===== src/rtl/vga_timing_if.sv =====
// -----------------------------------------------------------------------------
// vga_timing_if
// Bundles the run control and every timing output of the VGA timing
// controller so the pixel generator and output register stage can take the
// whole group as one port.
//
//   master : the timing controller (takes timing_enable, drives the rest)
//   slave  : a consumer of the timing (drives timing_enable, takes the rest)
//
//   timing_enable  1 = run, 0 = freeze all counters
//   pixel_tick     one-clock strobe on each pixel advance
//   h_count        horizontal position, 0..H_TOTAL-1
//   v_count        vertical position, 0..V_TOTAL-1
//   hsync, vsync   sync outputs, polarity chosen by the controller
//   video_active   1 inside the visible window
//   pixel_x/y      h_count/v_count inside the visible window, else 0
//   line_start     one-clock strobe when h_count wraps to 0
//   frame_start    one-clock strobe when h_count and v_count both wrap to 0
// -----------------------------------------------------------------------------
interface vga_timing_if #(
    parameter int COUNTER_SIZE = 11
);
    logic                    timing_enable;
    logic                    pixel_tick;
    logic [COUNTER_SIZE-1:0] h_count;
    logic [COUNTER_SIZE-1:0] v_count;
    logic                    hsync;
    logic                    vsync;
    logic                    video_active;
    logic [COUNTER_SIZE-1:0] pixel_x;
    logic [COUNTER_SIZE-1:0] pixel_y;
    logic                    line_start;
    logic                    frame_start;

    modport master (
        input  timing_enable,
        output pixel_tick, h_count, v_count, hsync, vsync, video_active,
               pixel_x, pixel_y, line_start, frame_start
    );

    modport slave (
        output timing_enable,
        input  pixel_tick, h_count, v_count, hsync, vsync, video_active,
               pixel_x, pixel_y, line_start, frame_start
    );
endinterface


===== src/rtl/vga_timing_controller.sv =====
// -----------------------------------------------------------------------------
// vga_timing_controller
// Divides the system clock down to the pixel rate, runs the horizontal
// counter, chains it into the vertical counter and decodes sync, active-video
// and line/frame strobes. All outputs are registered and change on the same
// edge as the counters.
//
//   control_clock    system clock, all state on the rising edge
//   control_reset_n  asynchronous active-low reset
//   vga              vga_timing_if.master (enable in, timing outputs out)
// -----------------------------------------------------------------------------
module vga_timing_controller #(
    parameter int COUNTER_SIZE    = 11,
    parameter int CLOCK_DIVIDE    = 2,
    parameter int H_VISIBLE       = 640,
    parameter int H_FRONT         = 16,
    parameter int H_SYNC          = 96,
    parameter int H_BACK          = 48,
    parameter int V_VISIBLE       = 480,
    parameter int V_FRONT         = 10,
    parameter int V_SYNC          = 2,
    parameter int V_BACK          = 33,
    parameter int SYNC_ACTIVE_LOW = 1
) (
    input  logic         control_clock,
    input  logic         control_reset_n,
    vga_timing_if.master vga
);
    localparam int H_TOTAL = H_VISIBLE + H_FRONT + H_SYNC + H_BACK;
    localparam int V_TOTAL = V_VISIBLE + V_FRONT + V_SYNC + V_BACK;
    localparam int DIV_W   = (CLOCK_DIVIDE > 1) ? $clog2(CLOCK_DIVIDE) : 1;
    localparam int CW      = COUNTER_SIZE;
    // One spare bit so window bounds equal to 2**CW still compare correctly.
    localparam int EW      = COUNTER_SIZE + 1;

    localparam logic [EW-1:0] H_LAST   = EW'(H_TOTAL - 1);
    localparam logic [EW-1:0] V_LAST   = EW'(V_TOTAL - 1);
    localparam logic [EW-1:0] H_VIS    = EW'(H_VISIBLE);
    localparam logic [EW-1:0] V_VIS    = EW'(V_VISIBLE);
    localparam logic [EW-1:0] HS_START = EW'(H_VISIBLE + H_FRONT);
    localparam logic [EW-1:0] HS_STOP  = EW'(H_VISIBLE + H_FRONT + H_SYNC);
    localparam logic [EW-1:0] VS_START = EW'(V_VISIBLE + V_FRONT);
    localparam logic [EW-1:0] VS_STOP  = EW'(V_VISIBLE + V_FRONT + V_SYNC);

    localparam logic [DIV_W-1:0] DIV_LAST = DIV_W'(CLOCK_DIVIDE - 1);
    localparam logic SYNC_ON  = (SYNC_ACTIVE_LOW != 0) ? 1'b0 : 1'b1;
    localparam logic SYNC_OFF = ~SYNC_ON;

    localparam longint COUNT_RANGE = longint'(1) << COUNTER_SIZE;

    generate
        if (longint'(H_TOTAL) > COUNT_RANGE || longint'(V_TOTAL) > COUNT_RANGE) begin : g_size_err
            $error("vga_timing_controller: H_TOTAL/V_TOTAL do not fit in COUNTER_SIZE bits");
        end
        if (CLOCK_DIVIDE < 1) begin : g_div_err
            $error("vga_timing_controller: CLOCK_DIVIDE must be >= 1");
        end
    endgenerate

    logic [DIV_W-1:0] div_q, div_d;
    logic [CW-1:0]    h_q, h_d, v_q, v_d;
    logic [CW-1:0]    px_q, px_d, py_q, py_d;
    logic             hsync_q, hsync_d, vsync_q, vsync_d;
    logic             active_q, active_d;
    logic             tick_q, tick_d, line_q, line_d, frame_q, frame_d;

    logic             advance;
    logic             h_wrap;
    logic             hs_in, vs_in, act_in;

    // NOTE: every signal written here gets a default first, so no path leaves
    // it unassigned and no latch is inferred.
    always_comb begin
        advance = vga.timing_enable && (div_q == DIV_LAST);

        div_d = div_q;
        if (vga.timing_enable) begin
            // >= rather than == so an upset divider value recovers.
            div_d = (div_q >= DIV_LAST) ? '0 : div_q + 1'b1;
        end

        // >= lets an out-of-range counter wrap to 0 on the next advance.
        h_wrap = ({1'b0, h_q} >= H_LAST);
        h_d    = h_q;
        v_d    = v_q;
        if (advance) begin
            h_d = h_wrap ? '0 : h_q + 1'b1;
            if (h_wrap) begin
                v_d = ({1'b0, v_q} >= V_LAST) ? '0 : v_q + 1'b1;
            end
        end

        // Decode from the next counter values so the registered outputs line
        // up with the counters they describe.
        hs_in  = ({1'b0, h_d} >= HS_START) && ({1'b0, h_d} < HS_STOP);
        vs_in  = ({1'b0, v_d} >= VS_START) && ({1'b0, v_d} < VS_STOP);
        act_in = ({1'b0, h_d} < H_VIS) && ({1'b0, v_d} < V_VIS);

        hsync_d  = hsync_q;
        vsync_d  = vsync_q;
        active_d = active_q;
        px_d     = px_q;
        py_d     = py_q;
        if (advance) begin
            hsync_d  = hs_in ? SYNC_ON : SYNC_OFF;
            vsync_d  = vs_in ? SYNC_ON : SYNC_OFF;
            active_d = act_in;
            px_d     = act_in ? h_d : '0;
            py_d     = act_in ? v_d : '0;
        end

        // Strobes follow advance directly, so they are one clock wide for any
        // divide ratio and are 0 while frozen.
        tick_d  = advance;
        line_d  = advance && (h_d == '0);
        frame_d = line_d && (v_d == '0);
    end

    // NOTE: sequential state uses non-blocking assignments so every register
    // samples the pre-edge values regardless of statement order.
    always_ff @(posedge control_clock or negedge control_reset_n) begin
        if (!control_reset_n) begin
            div_q    <= '0;
            h_q      <= '0;
            v_q      <= '0;
            hsync_q  <= SYNC_OFF;
            vsync_q  <= SYNC_OFF;
            active_q <= 1'b0;
            px_q     <= '0;
            py_q     <= '0;
            tick_q   <= 1'b0;
            line_q   <= 1'b0;
            frame_q  <= 1'b0;
        end else begin
            div_q    <= div_d;
            h_q      <= h_d;
            v_q      <= v_d;
            hsync_q  <= hsync_d;
            vsync_q  <= vsync_d;
            active_q <= active_d;
            px_q     <= px_d;
            py_q     <= py_d;
            tick_q   <= tick_d;
            line_q   <= line_d;
            frame_q  <= frame_d;
        end
    end

    assign vga.pixel_tick   = tick_q;
    assign vga.h_count      = h_q;
    assign vga.v_count      = v_q;
    assign vga.hsync        = hsync_q;
    assign vga.vsync        = vsync_q;
    assign vga.video_active = active_q;
    assign vga.pixel_x      = px_q;
    assign vga.pixel_y      = py_q;
    assign vga.line_start   = line_q;
    assign vga.frame_start  = frame_q;
endmodule


===== src/flat_wrapper.sv =====
// flat-port wrapper written by rule: the top's interface ports become plain ports
module vga_timing_controller_flat 
#(
    parameter int COUNTER_SIZE    = 11,
    parameter int CLOCK_DIVIDE    = 2,
    parameter int H_VISIBLE       = 640,
    parameter int H_FRONT         = 16,
    parameter int H_SYNC          = 96,
    parameter int H_BACK          = 48,
    parameter int V_VISIBLE       = 480,
    parameter int V_FRONT         = 10,
    parameter int V_SYNC          = 2,
    parameter int V_BACK          = 33,
    parameter int SYNC_ACTIVE_LOW = 1
)
  (control_clock, control_reset_n, vga_timing_enable, vga_pixel_tick, vga_h_count, vga_v_count, vga_hsync, vga_vsync, vga_video_active, vga_pixel_x, vga_pixel_y, vga_line_start, vga_frame_start);
  vga_timing_if #(.COUNTER_SIZE(COUNTER_SIZE)) vga_i ();
  input  logic control_clock;
  input  logic control_reset_n;
  input wire logic [$bits(vga_i.timing_enable)-1:0] vga_timing_enable;
  output wire logic [$bits(vga_i.pixel_tick)-1:0] vga_pixel_tick;
  output wire logic [$bits(vga_i.h_count)-1:0] vga_h_count;
  output wire logic [$bits(vga_i.v_count)-1:0] vga_v_count;
  output wire logic [$bits(vga_i.hsync)-1:0] vga_hsync;
  output wire logic [$bits(vga_i.vsync)-1:0] vga_vsync;
  output wire logic [$bits(vga_i.video_active)-1:0] vga_video_active;
  output wire logic [$bits(vga_i.pixel_x)-1:0] vga_pixel_x;
  output wire logic [$bits(vga_i.pixel_y)-1:0] vga_pixel_y;
  output wire logic [$bits(vga_i.line_start)-1:0] vga_line_start;
  output wire logic [$bits(vga_i.frame_start)-1:0] vga_frame_start;
  assign vga_i.timing_enable = vga_timing_enable;
  assign vga_pixel_tick = vga_i.pixel_tick;
  assign vga_h_count = vga_i.h_count;
  assign vga_v_count = vga_i.v_count;
  assign vga_hsync = vga_i.hsync;
  assign vga_vsync = vga_i.vsync;
  assign vga_video_active = vga_i.video_active;
  assign vga_pixel_x = vga_i.pixel_x;
  assign vga_pixel_y = vga_i.pixel_y;
  assign vga_line_start = vga_i.line_start;
  assign vga_frame_start = vga_i.frame_start;
  vga_timing_controller #(.COUNTER_SIZE(COUNTER_SIZE), .CLOCK_DIVIDE(CLOCK_DIVIDE), .H_VISIBLE(H_VISIBLE), .H_FRONT(H_FRONT), .H_SYNC(H_SYNC), .H_BACK(H_BACK), .V_VISIBLE(V_VISIBLE), .V_FRONT(V_FRONT), .V_SYNC(V_SYNC), .V_BACK(V_BACK), .SYNC_ACTIVE_LOW(SYNC_ACTIVE_LOW)) u_core (.control_clock(control_clock), .control_reset_n(control_reset_n), .vga(vga_i));
endmodule

===== config.mk =====
export PLATFORM = sky130hd
export DESIGN_NAME = vga_timing_controller_flat
export DESIGN_NICKNAME = d
export VERILOG_FILES = /design/src/rtl/vga_timing_if.sv /design/src/rtl/vga_timing_controller.sv /design/src/flat_wrapper.sv
export SDC_FILE = /design/constraint.sdc
export NUM_CORES = 1
export LEC_CHECK = 0
export ABC_AREA = 1
export CAP_MARGIN = 20
export CORE_MARGIN = 8
export CORE_UTILIZATION = 65
export DETAILED_ROUTE_END_ITERATION = 12
export DONT_BUFFER_PORTS = 1
export PLACE_DENSITY = 0.81
export RECOVER_POWER = 25
export SETUP_SLACK_MARGIN = 0.05
export SLEW_MARGIN = 20
export SYNTH_ARGS = -nofsm -noshare
export SYNTH_HDL_FRONTEND = slang
export SYNTH_SLANG_ARGS = --single-unit

===== constraint.sdc =====
create_clock -name control_clock -period 3.8 [get_ports control_clock]
set_clock_uncertainty 0.2 [all_clocks]
set_input_delay 0.57 -clock control_clock [delete_from_list [all_inputs] [get_ports control_clock]]
set_output_delay 0.57 -clock control_clock [all_outputs]
set_load 0.01 [all_outputs]

== Yosys cells after proc, flatten, opt, wreduce, memory -nomap -nowiden ==
Cells that the tools add are included.

* Register bits: 51
* Bits in latches: 0
* Bits in writable memories: 0
* Memory bits (read-only): 0
* Input port bits: 3
* Output and inout port bits: 50
* Word-level logic and storage cells: 41
* Memories kept: 0

* Add/subtract/negate cells: 3
* Multipliers: 0
* Divide/modulo/power cells: 0
* Order comparisons: 9
* Equal/unequal tests: 0
* Shift-type cells: 0
* Multiplexer cells: 10
* Bitwise logic cells: 0
* Reduce and logical (&&, ||, !) cells: 8

{| class="wikitable"
|+ Operator list
! cell !! number
|-
| $mux W11 || 7
|-
| $ge A11 B10 Y1 const B || 3
|-
| $add A11 B1 Y11 const B || 2
|-
| $logic_not A11 Y1 || 2
|-
| $lt A11 B10 Y1 const B || 2
|-
| $lt A11 B9 Y1 const B || 2
|-
| $ge A11 B9 Y1 const B || 1
|-
| $logic_and A1 B1 Y1 || 6
|-
| $mux W1 || 3
|-
| $add A1 B1 Y1 const B || 1
|-
| $ge A1 B1 Y1 const B || 1
|}

== Logic depth before layout (Yosys ltp) ==
Gate-level depths: netlist of run 1.

* Depth in word-level cells: 7
* Depth in mapped cells: 16
* Gate-level depth less buffers: 16

== Worst setup path after synthesis of run 1 ==
No wires, ideal clock.

* Path kind: reg2reg
* From: register u_core.h_q[0] (netlist: u_core.vga.h_count[0])
* To: register u_core.px_q[8] (netlist: u_core.vga.pixel_x[8])
* Setup time: 0.118 ns
* Data arrival time: 1.843 ns
* Data required time: 3.482 ns
* Setup slack: 1.638 ns
* Stages on the path, launching flop included: 16
* Path buffers: 2
* Period minus slack after synthesis: 2.162 ns
* Path through: dfrtp_1 > ha_1 > nand2_1 > inv_1 > nand2_2 > nand2_1 > nand2_2 > nand3_2 > nand2_2 > buf_6 > nand3_2 > a21oi_2 > nor2_4 > buf_6 > nand4_1 > nand2_1

* Word-level cells in the longest chain between the ends: 6
* Elaborated cells between the ends (all ways): 10
* Those cells by class: add/sub: 1; order compare: 3; mux: 5; reduce/logical: 1

{| class="wikitable"
|+ Ends and longest elaborated chain
! item !! RTL line !! RTL
|-
| start, declared || vga_timing_controller.sv:61 || <nowiki>logic [CW-1:0] h_q, h_d, v_q, v_d;</nowiki>
|-
| start signal, assigned || vga_timing_controller.sv:124 || <nowiki>h_q <= '0;</nowiki>
|-
| start signal, assigned || vga_timing_controller.sv:136 || <nowiki>h_q <= h_d;</nowiki>
|-
| $add A11 B1 Y11 or $ge A11 B10 Y1 (tied branches) || vga_timing_controller.sv:87, vga_timing_controller.sv:83 ||
|-
| $mux W11, on equally long branches || vga_timing_controller.sv:87, vga_timing_controller.sv:88 ||
|-
| $mux W11 || vga_timing_controller.sv:86 || <nowiki>if (advance) begin</nowiki>
|-
| $lt A11 B10 Y1 or $lt A11 B9 Y1 (tied branches) || vga_timing_controller.sv:97 || <nowiki>act_in = ({1'b0, h_d} < H_VIS) && ({1'b0, v_d} < V_VIS);</nowiki>
|-
| $logic_and A1 B1 Y1 || vga_timing_controller.sv:97 ||
|-
| $mux W11 * || vga_timing_controller.sv:108 || <nowiki>px_d = act_in ? h_d : '0;</nowiki>
|-
| end signal, assigned || vga_timing_controller.sv:141 || <nowiki>px_q <= px_d;</nowiki>
|-
| end, declared || vga_timing_controller.sv:62 || <nowiki>logic [CW-1:0] px_q, px_d, py_q, py_d;</nowiki>
|}

Mark *: on every way between the ends. The rest lies on a longest branch, timed or not.
A chain may end at the register's enable or synchronous reset.

== Final worst setup path of run 1 ==
* From: register u_core.h_q[0] (netlist: u_core.vga.h_count[0])
* To: register u_core.hsync_q (netlist: u_core.vga.hsync)

* Word-level cells in the longest chain between the ends: 6
* Elaborated cells between the ends (all ways): 8
* Those cells by class: add/sub: 1; order compare: 3; mux: 3; reduce/logical: 1

{| class="wikitable"
|+ Ends and longest elaborated chain
! item !! RTL line !! RTL
|-
| $add A11 B1 Y11 or $ge A11 B10 Y1 (tied branches) || vga_timing_controller.sv:87, vga_timing_controller.sv:83 ||
|-
| $mux W11 * || vga_timing_controller.sv:87 || <nowiki>h_d = h_wrap ? '0 : h_q + 1'b1;</nowiki>
|-
| $mux W11 * || vga_timing_controller.sv:86 ||
|-
| via u_core.h_d[5] || vga_timing_controller.sv:61 ||
|-
| $ge A11 B10 Y1 or $lt A11 B10 Y1 (tied branches) || vga_timing_controller.sv:95 || <nowiki>hs_in = ({1'b0, h_d} >= HS_START) && ({1'b0, h_d} < HS_STOP);</nowiki>
|-
| $logic_and A1 B1 Y1 * || vga_timing_controller.sv:95 ||
|-
| $mux W1 * || vga_timing_controller.sv:105 || <nowiki>hsync_d = hs_in ? SYNC_ON : SYNC_OFF;</nowiki>
|-
| end signal, assigned || vga_timing_controller.sv:138 || <nowiki>hsync_q <= hsync_d;</nowiki>
|-
| end, declared || vga_timing_controller.sv:63 || <nowiki>logic hsync_q, hsync_d, vsync_q, vsync_d;</nowiki>
|}

Mark *: on every way through the listed nets, which the timed path passes. The rest lies on a longest branch.

==> results of run 1 <==
## state kept, by name, summed over array words and instances, names as in the netlist
register	count
u_core.vga.pixel_y	11
u_core.vga.v_count	11
u_core.vga.video_active	1
u_core.vga.pixel_tick	1
u_core.vga.hsync	1
u_core.vga.h_count	11
u_core.vga.frame_start	1
u_core.vga.line_start	1
u_core.vga.pixel_x	11
u_core.vga.vsync	1
u_core.div_q	1
## layout make-up
class	count	area, um^2
clock buffer	6	82.58
clock inverter	2	38.79
fill	297	1150
inverter	49	183.9
multi-input combinational	223	1151
sequential	51	1279
tap	50	62.56
timing repair buffer	4	52.55
## report_power, final
part	switching, mW	leakage, nW	internal [mW]
sequential	0.193	0.660	0.658
clock	0.185	0.0618	0.217
combinational	0.304	0.809	0.135
## kinds of logic (layout without fill, tap and decap cells)
kind of cell / after synthesis / count (layout) / synth area share [%]
compound gates: 19 / 19 / 4.363
xor+xnor: 5 / 5 / 1.625
fa+ha+maj: 3 / 3 / 1.393
buf+inv: 60 / 61 / 9.842
flops: 51 / 51 / 47.45
simple gates: 196 / 196 / 35.33
## worst reg2reg max path, delay by kind of cell, from the launching register on
family	cells	cell delay, ns
simple gates	10	1.55
flops	1	0.48
fa+ha+maj	1	0.27
buf+inv	2	0.22
compound gates	1	0.13
## routing by layer
metal  track usage, %  vias up  part of all wire (%)
met1            27.71     1021                    40
met4            9.636        0                   2.4
li1                 -     1049                     -
met2            34.96      144                    47
met5                0        -                     0
met3            7.143       22                    11
## timing repair
item / 4_1_cts / 5_1_grt
hold endpoints to repair: 51 / 0
gates resized for setup: 0 / 0
hold buffers: 2 / 0
endpoints found under the setup margin: 0 / 0
## cell usage in the layout, fill, tap and decap left out
master,Yosys,final
inv_2,3,3
o21ai_0,7,7
xor2_1,5,5
a21oi_1,1,1
nand3_2,5,5
nand3_1,19,19
clkbuf_8,0,6
nand4_1,24,24
nand2_4,1,1
a21oi_2,1,1
nor3_2,1,1
buf_16,0,1
nor2_1,39,39
bufinv_16,0,1
nand3b_1,2,2
nand2_2,12,12
a21o_1,2,2
dfrtp_1,49,49
inv_6,0,1
o21ai_1,7,7
nand2_1,82,82
nor2_4,5,5
nor2_2,4,4
dfstp_2,2,2
ha_1,3,3
buf_4,2,2
dlygate4sd3_1,0,1
o21bai_4,1,1
nor3_1,2,2
inv_1,46,46
## through the flow
| step | cell area [um^2] | utilization [%] |
|---|---|---|
| final | 2850 | 71.25 |
| after global routing | 2850 | 71.25 |
| after CTS | 2850 | 71.25 |
| after detailed placement | 2691 | 67.28 |
| after global placement | 2691 | 67.28 |
| after floorplan | 2695 | - |
## path summary, 6_finish.rpt
kind                                    endpoint  cells past startpoint
max                             u_core.vga.hsync                     14
min                                 u_core.div_q                      2
max reg2reg                     u_core.vga.hsync                     14
min reg2reg                         u_core.div_q                      2
max in group asynchronous       u_core.vga.hsync                      2
min in group asynchronous  u_core.vga.v_count[5]                      2
==> reports/metrics.csv, run 1 <==
metric,value,unit
first-pass GRT wire length,11.27,mm
CTS sink cnt,51,
status,finished clean,
# IOs,53,
pin count of the biggest net entering global routing,52,
initial antenna violation count,0,
Synth Instances,334,
Die Wd,80.39,um
Site Rows,23,
cell count after placement,375,
max-cap viol count,0,
initial core utilization,67.38,%
diodes inserted,0,
CTS H-tree depth,2,
total power,1.692,mW
Yosys top cell area share,45.50,%
leakage,1.531,nW
commonest cells in the netlist,"nand2_1, dfrtp_1, inv_1",
Slew @ Worst Pin,0.5040,ns
Synth area leader,dfrtp_1,
period utilization,76.68,%
Worst EP arrival,2.95,ns
cell area after synthesis,2695,um^2
WP data required,3.84,ns
min cycle time layout,2.914,ns
Vias per Instance,5.808,
pwr dens,593.6,nW/um^2
RSZ-0062 raised after global routing,false,
CP max-delay cell,dfrtp_1,
Bufs on Longest Clock Path,2,
GRT Total Usage,22.39,%
CP Max Fanout,12,
# port buffers,0,
Seq cells post-synth,51,
Clock Latency Late Sink,0.31,ns
"slowest stage delay, CP",0.48,ns
"Buf+Inv Stages, Crit Path",2,
Synth Warn #,0,
final count of hold timing violations,0,
dpl hpwl,4.727,mm
Root Buffer,clkbuf_8,
Finished Layout Cells,385,
Area contributors post-synth,"dfrtp_1, nand2_1, inv_1",
Top Family by Delay on Critical Path,simple AND/OR/NAND/NOR gates,
VDD IR max,0.3336,mV
syn_nets,340,
Die Y,80.39,um
fin nets,340,
number of CTS-inserted buffers,5,
DR pass1 iterations,5,
Max Clock Freq,343.2,MHz
count of cell types in the netlist,28,
Residual DRC,0,
layout cells sized above 1,13.73,%
Final ANT Viol Nets,0,
final setup TNS,0,ns
Hold Worst Slack,0.2164,ns
total core area,4000,um^2
fin. max-slew vios,0,
GP Congestion,0.9227,
Hold Path Class,in2reg,
hold path start,vga_timing_enable,
type of origin of the critical path,register,
CP startpoint,u_core.vga.h_count[0],
R2R Setup Slk,0.89,ns
DR vias,2236,
final setup margin,0.8863,ns
RR Startpoint,u_core.vga.h_count[0],
"count leader, synth",nand2_1,
pre-CTS setup slack,1.019,ns
vias in the first global route,2190,
CTS tree,built,
sequential fraction of the synthesis area,47.45,%
number of setup violations in the final report,0,
clk slew on worst S/H paths,0.10,ns
die area,6463,um^2
average size of a mapped cell,8.069,um^2
Critical Path End Type,register,
total gr overflow,0,
drt total wl,6.828,mm
DRT iter0 DRCs,280,
post-synthesis async set-or-reset flop share,100.0,%
Syn-to-layout area delta,5.757,%
Slew HR,66.36,%
# Post-CTS Setup Buffers,0,
WS Path Type,reg2reg,
wire per inst,17.74,um
crit-path cells,"ha_1, nand2_1, inv_1, nand2_2, nand2_1, nand2_2, nand3_2, nand2_2, inv_2, nor2_1, nand3_1, o21ai_0, nor2_1, nor2_1",
Synth Flop Type,dfrtp_1,
Post-synth EDFFs,0,
No activity file was read; power rests on OpenSTA's default activity.
==> run 2, diff against run 1 <==
--- a/config.mk
+++ b/config.mk
@@ -8,10 +8,10 @@
 export ABC_AREA = 1
 export CAP_MARGIN = 20
 export CORE_MARGIN = 8
-export CORE_UTILIZATION = 65
+export CORE_UTILIZATION = 63
 export DETAILED_ROUTE_END_ITERATION = 12
 export DONT_BUFFER_PORTS = 1
-export PLACE_DENSITY = 0.81
+export PLACE_DENSITY = 0.79
 export RECOVER_POWER = 25
 export SETUP_SLACK_MARGIN = 0.05
 export SLEW_MARGIN = 20
==> constraint.sdc (replaced) <==
create_clock -name control_clock -period 2.9 [get_ports control_clock]
set_clock_uncertainty 0.2 [all_clocks]
set_input_delay 0.435 -clock control_clock [delete_from_list [all_inputs] [get_ports control_clock]]
set_output_delay 0.435 -clock control_clock [all_outputs]
set_load 0.01 [all_outputs]
==> run 2 against run 1 <==
Wire length fell by 6.8%. Count of clock-buffer cells in the layout did not move. Sequential share of layout area rose by 0.16 points. Final area fell by 0.35%.
==> reports/metrics.csv, run 2 (synthesized netlist as in run 1, its figures left out) <==
metric,value,unit,change
Residual DRC,0,,unchanged
Hold Path Class,in2reg,,unchanged
CP max-delay cell,dfrtp_1,,unchanged
Vias per Instance,5.611,,was 5.808
fin nets,343,,was 340
diodes inserted,0,,unchanged
CTS sink cnt,51,,unchanged
WP data required,2.94,ns,was 3.84 ns
RSZ-0062 raised after global routing,false,,unchanged
Hold Worst Slack,0.08920,ns,was 0.2164 ns
layout cells sized above 1,14.50,%,was 13.73%
CP Max Fanout,16,,was 12
fin. max-slew vios,0,,unchanged
leakage,1.535,nW,was 1.531 nW
dpl hpwl,4.636,mm,was 4.727 mm
# port buffers,0,,unchanged
CTS H-tree depth,2,,unchanged
Critical Path End Type,register,,unchanged
Slew HR,19.64,%,was 66.36%
vias in the first global route,1973,,was 2190
drt total wl,6.361,mm,was 6.828 mm
Bufs on Longest Clock Path,2,,unchanged
Die Y,81.41,um,was 80.39 um
Final ANT Viol Nets,0,,unchanged
Die Wd,81.41,um,was 80.39 um
min cycle time layout,2.600,ns,was 2.914 ns
DR pass1 iterations,5,,unchanged
initial antenna violation count,0,,unchanged
GP Congestion,0.8895,,was 0.9227
Slew @ Worst Pin,1.205,ns,was 0.5040 ns
VDD IR max,0.4691,mV,was 0.3336 mV
DR vias,2177,,was 2236
status,finished clean,,unchanged
final setup TNS,0,ns,unchanged
GRT Total Usage,19.63,%,was 22.39%
period utilization,89.66,%,was 76.68%
Root Buffer,clkbuf_8,,unchanged
pin count of the biggest net entering global routing,52,,unchanged
DRT iter0 DRCs,261,,was 280
die area,6627,um^2,was 6463 um^2
final setup margin,0.2999,ns,was 0.8863 ns
max-cap viol count,0,,unchanged
pwr dens,736.1,nW/um^2,was 593.6 nW/um^2
WS Path Type,reg2reg,,unchanged
wire per inst,16.39,um,was 17.74 um
first-pass GRT wire length,10.09,mm,was 11.27 mm
Site Rows,23,,unchanged
total gr overflow,0,,unchanged
Max Clock Freq,384.6,MHz,was 343.2 MHz
number of setup violations in the final report,0,,unchanged
pre-CTS setup slack,0.2281,ns,was 1.019 ns
# IOs,53,,unchanged
total core area,4058,um^2,was 4000 um^2
number of CTS-inserted buffers,5,,unchanged
Worst path most repeated cell,nand2_2,,
CTS tree,built,,unchanged
final count of hold timing violations,0,,unchanged
"slowest stage delay, CP",0.46,ns,was 0.48 ns
Clock Latency Late Sink,0.31,ns,about the same
Worst EP arrival,2.64,ns,was 2.95 ns
"most common cell after layout, fill and taps aside",nand2_1,,unchanged
type of origin of the critical path,register,,unchanged
most frequent cells in the layout,"nand2_1, dfrtp_1, inv_1",,unchanged
Syn-to-layout area delta,5.385,%,was 5.757%
crit-path cells,"ha_1, nand2_1, inv_1, nand2_2, nand2_1, nand2_2, nand3_4, nand2_4, buf_4, nand2_2, a21oi_2, nor2_4, nand2_2, o21ai_1",,"was ha_1, nand2_1, inv_1, nand2_2, nand2_1, nand2_2, nand3_2, nand2_2, inv_2, nor2_1, nand3_1, o21ai_0, nor2_1, nor2_1"
initial core utilization,66.42,%,was 67.38%
clk slew on worst S/H paths,0.09,ns,was 0.10 ns
==> run 2: cell count changes in the layout (fill, tap and decap cells not counted), sizes merged <==
| cell | delta |
|---|---|
| clkinv | +1 |
| inv | -1 |
| bufinv | -1 |
| clkinvlp | +1 |
| clkbuf | +1 |
| buf | +2 |
==> run 2: final timing paths <==
path | end | from | slack [ns] | depth (start not counted)
worst min register to register | u_core.div_q | u_core.div_q | 0.33 | 2
worst max-delay path | u_core.vga.pixel_y[2] | u_core.vga.h_count[1] | 0.30 | 14
max in group asynchronous | u_core.vga.h_count[7] | control_reset_n | 1.07 | 2
worst max register to register | u_core.vga.pixel_y[2] | u_core.vga.h_count[1] | 0.30 | 14
worst min-delay path | u_core.div_q | vga_timing_enable | 0.09 | 2
min in group asynchronous | u_core.vga.frame_start | control_reset_n | 0.71 | 2
==> run 2: power breakdown <==
part | switching (mW) | internal [mW]
clock network | 0.244 | 0.195
logic | 0.369 | 0.178
registers | 0.242 | 0.863
==> run 2: final cells by class <==
| type | instances | area [um^2] |
|---|---|---|
| repair buffers | 7 | 52.55 |
| multi-input cells | 223 | 1164 |
| fillers | 314 | 1217 |
| flip-flops and latches | 51 | 1279 |
| clock buffers | 6 | 82.58 |
| well taps | 50 | 62.56 |
| clock inverters | 2 | 16.27 |
| inverters | 49 | 183.9 |
==> run 2: worst max-delay path: cells and delay by family, from the launching register on <==
kind	cells	cell delay [ns]
AO/OA/AOI/OAI	2	0.22
buffers and inverters	2	0.28
AND/OR/NAND/NOR	9	1.17
adder cells (fa/ha/maj)	1	0.20
flip-flops	1	0.46
==> run 2: metrics by stage <==
| stage | instances | power (mW) | utilization (%) | area (um^2) |
|---|---|---|---|---|
| floorplan | 334 | 1.486 | - | 2695 |
| global placement | 378 | 1.642 | 66.88 | 2714 |
| detailed placement | 378 | 1.642 | 66.88 | 2714 |
| CTS | 388 | 2.097 | 70.24 | 2850 |
| global route | 388 | 2.215 | 70.00 | 2840 |
| finish | 388 | 2.091 | 70.00 | 2840 |
==> run 2: layer usage <==
metal | GRT usage, % | share of wire (%) | wire length (um) | vias to the layer above
met5 | 0 | 0 | 0 | -
met1 | 27.29 | 44 | 2797 | 1010
met2 | 29.28 | 46 | 2898 | 97
met3 | 5.960 | 9.4 | 600 | 9
met4 | 4.464 | 0.99 | 63 | 0
li1 | - | - | - | 1061
==> run 2: what timing repair did <==
item                                    CTS  global route
gates resized for setup                   0             2
endpoints found under the setup margin    0            20
hold buffers                              2             0
endpoints found under the hold margin    51             0
setup buffers                             0             0
==> run 3, diff against run 2 <==
--- a/config.mk
+++ b/config.mk
@@ -14,6 +14,7 @@
 export PLACE_DENSITY = 0.79
 export RECOVER_POWER = 25
 export SETUP_SLACK_MARGIN = 0.05
+export SKIP_LAST_GASP = 1
 export SLEW_MARGIN = 20
 export SYNTH_ARGS = -nofsm -noshare
 export SYNTH_HDL_FRONTEND = slang
==> results of run 3 <==
Same layout as run 2: the final DEF is identical, and so are final timing and power.
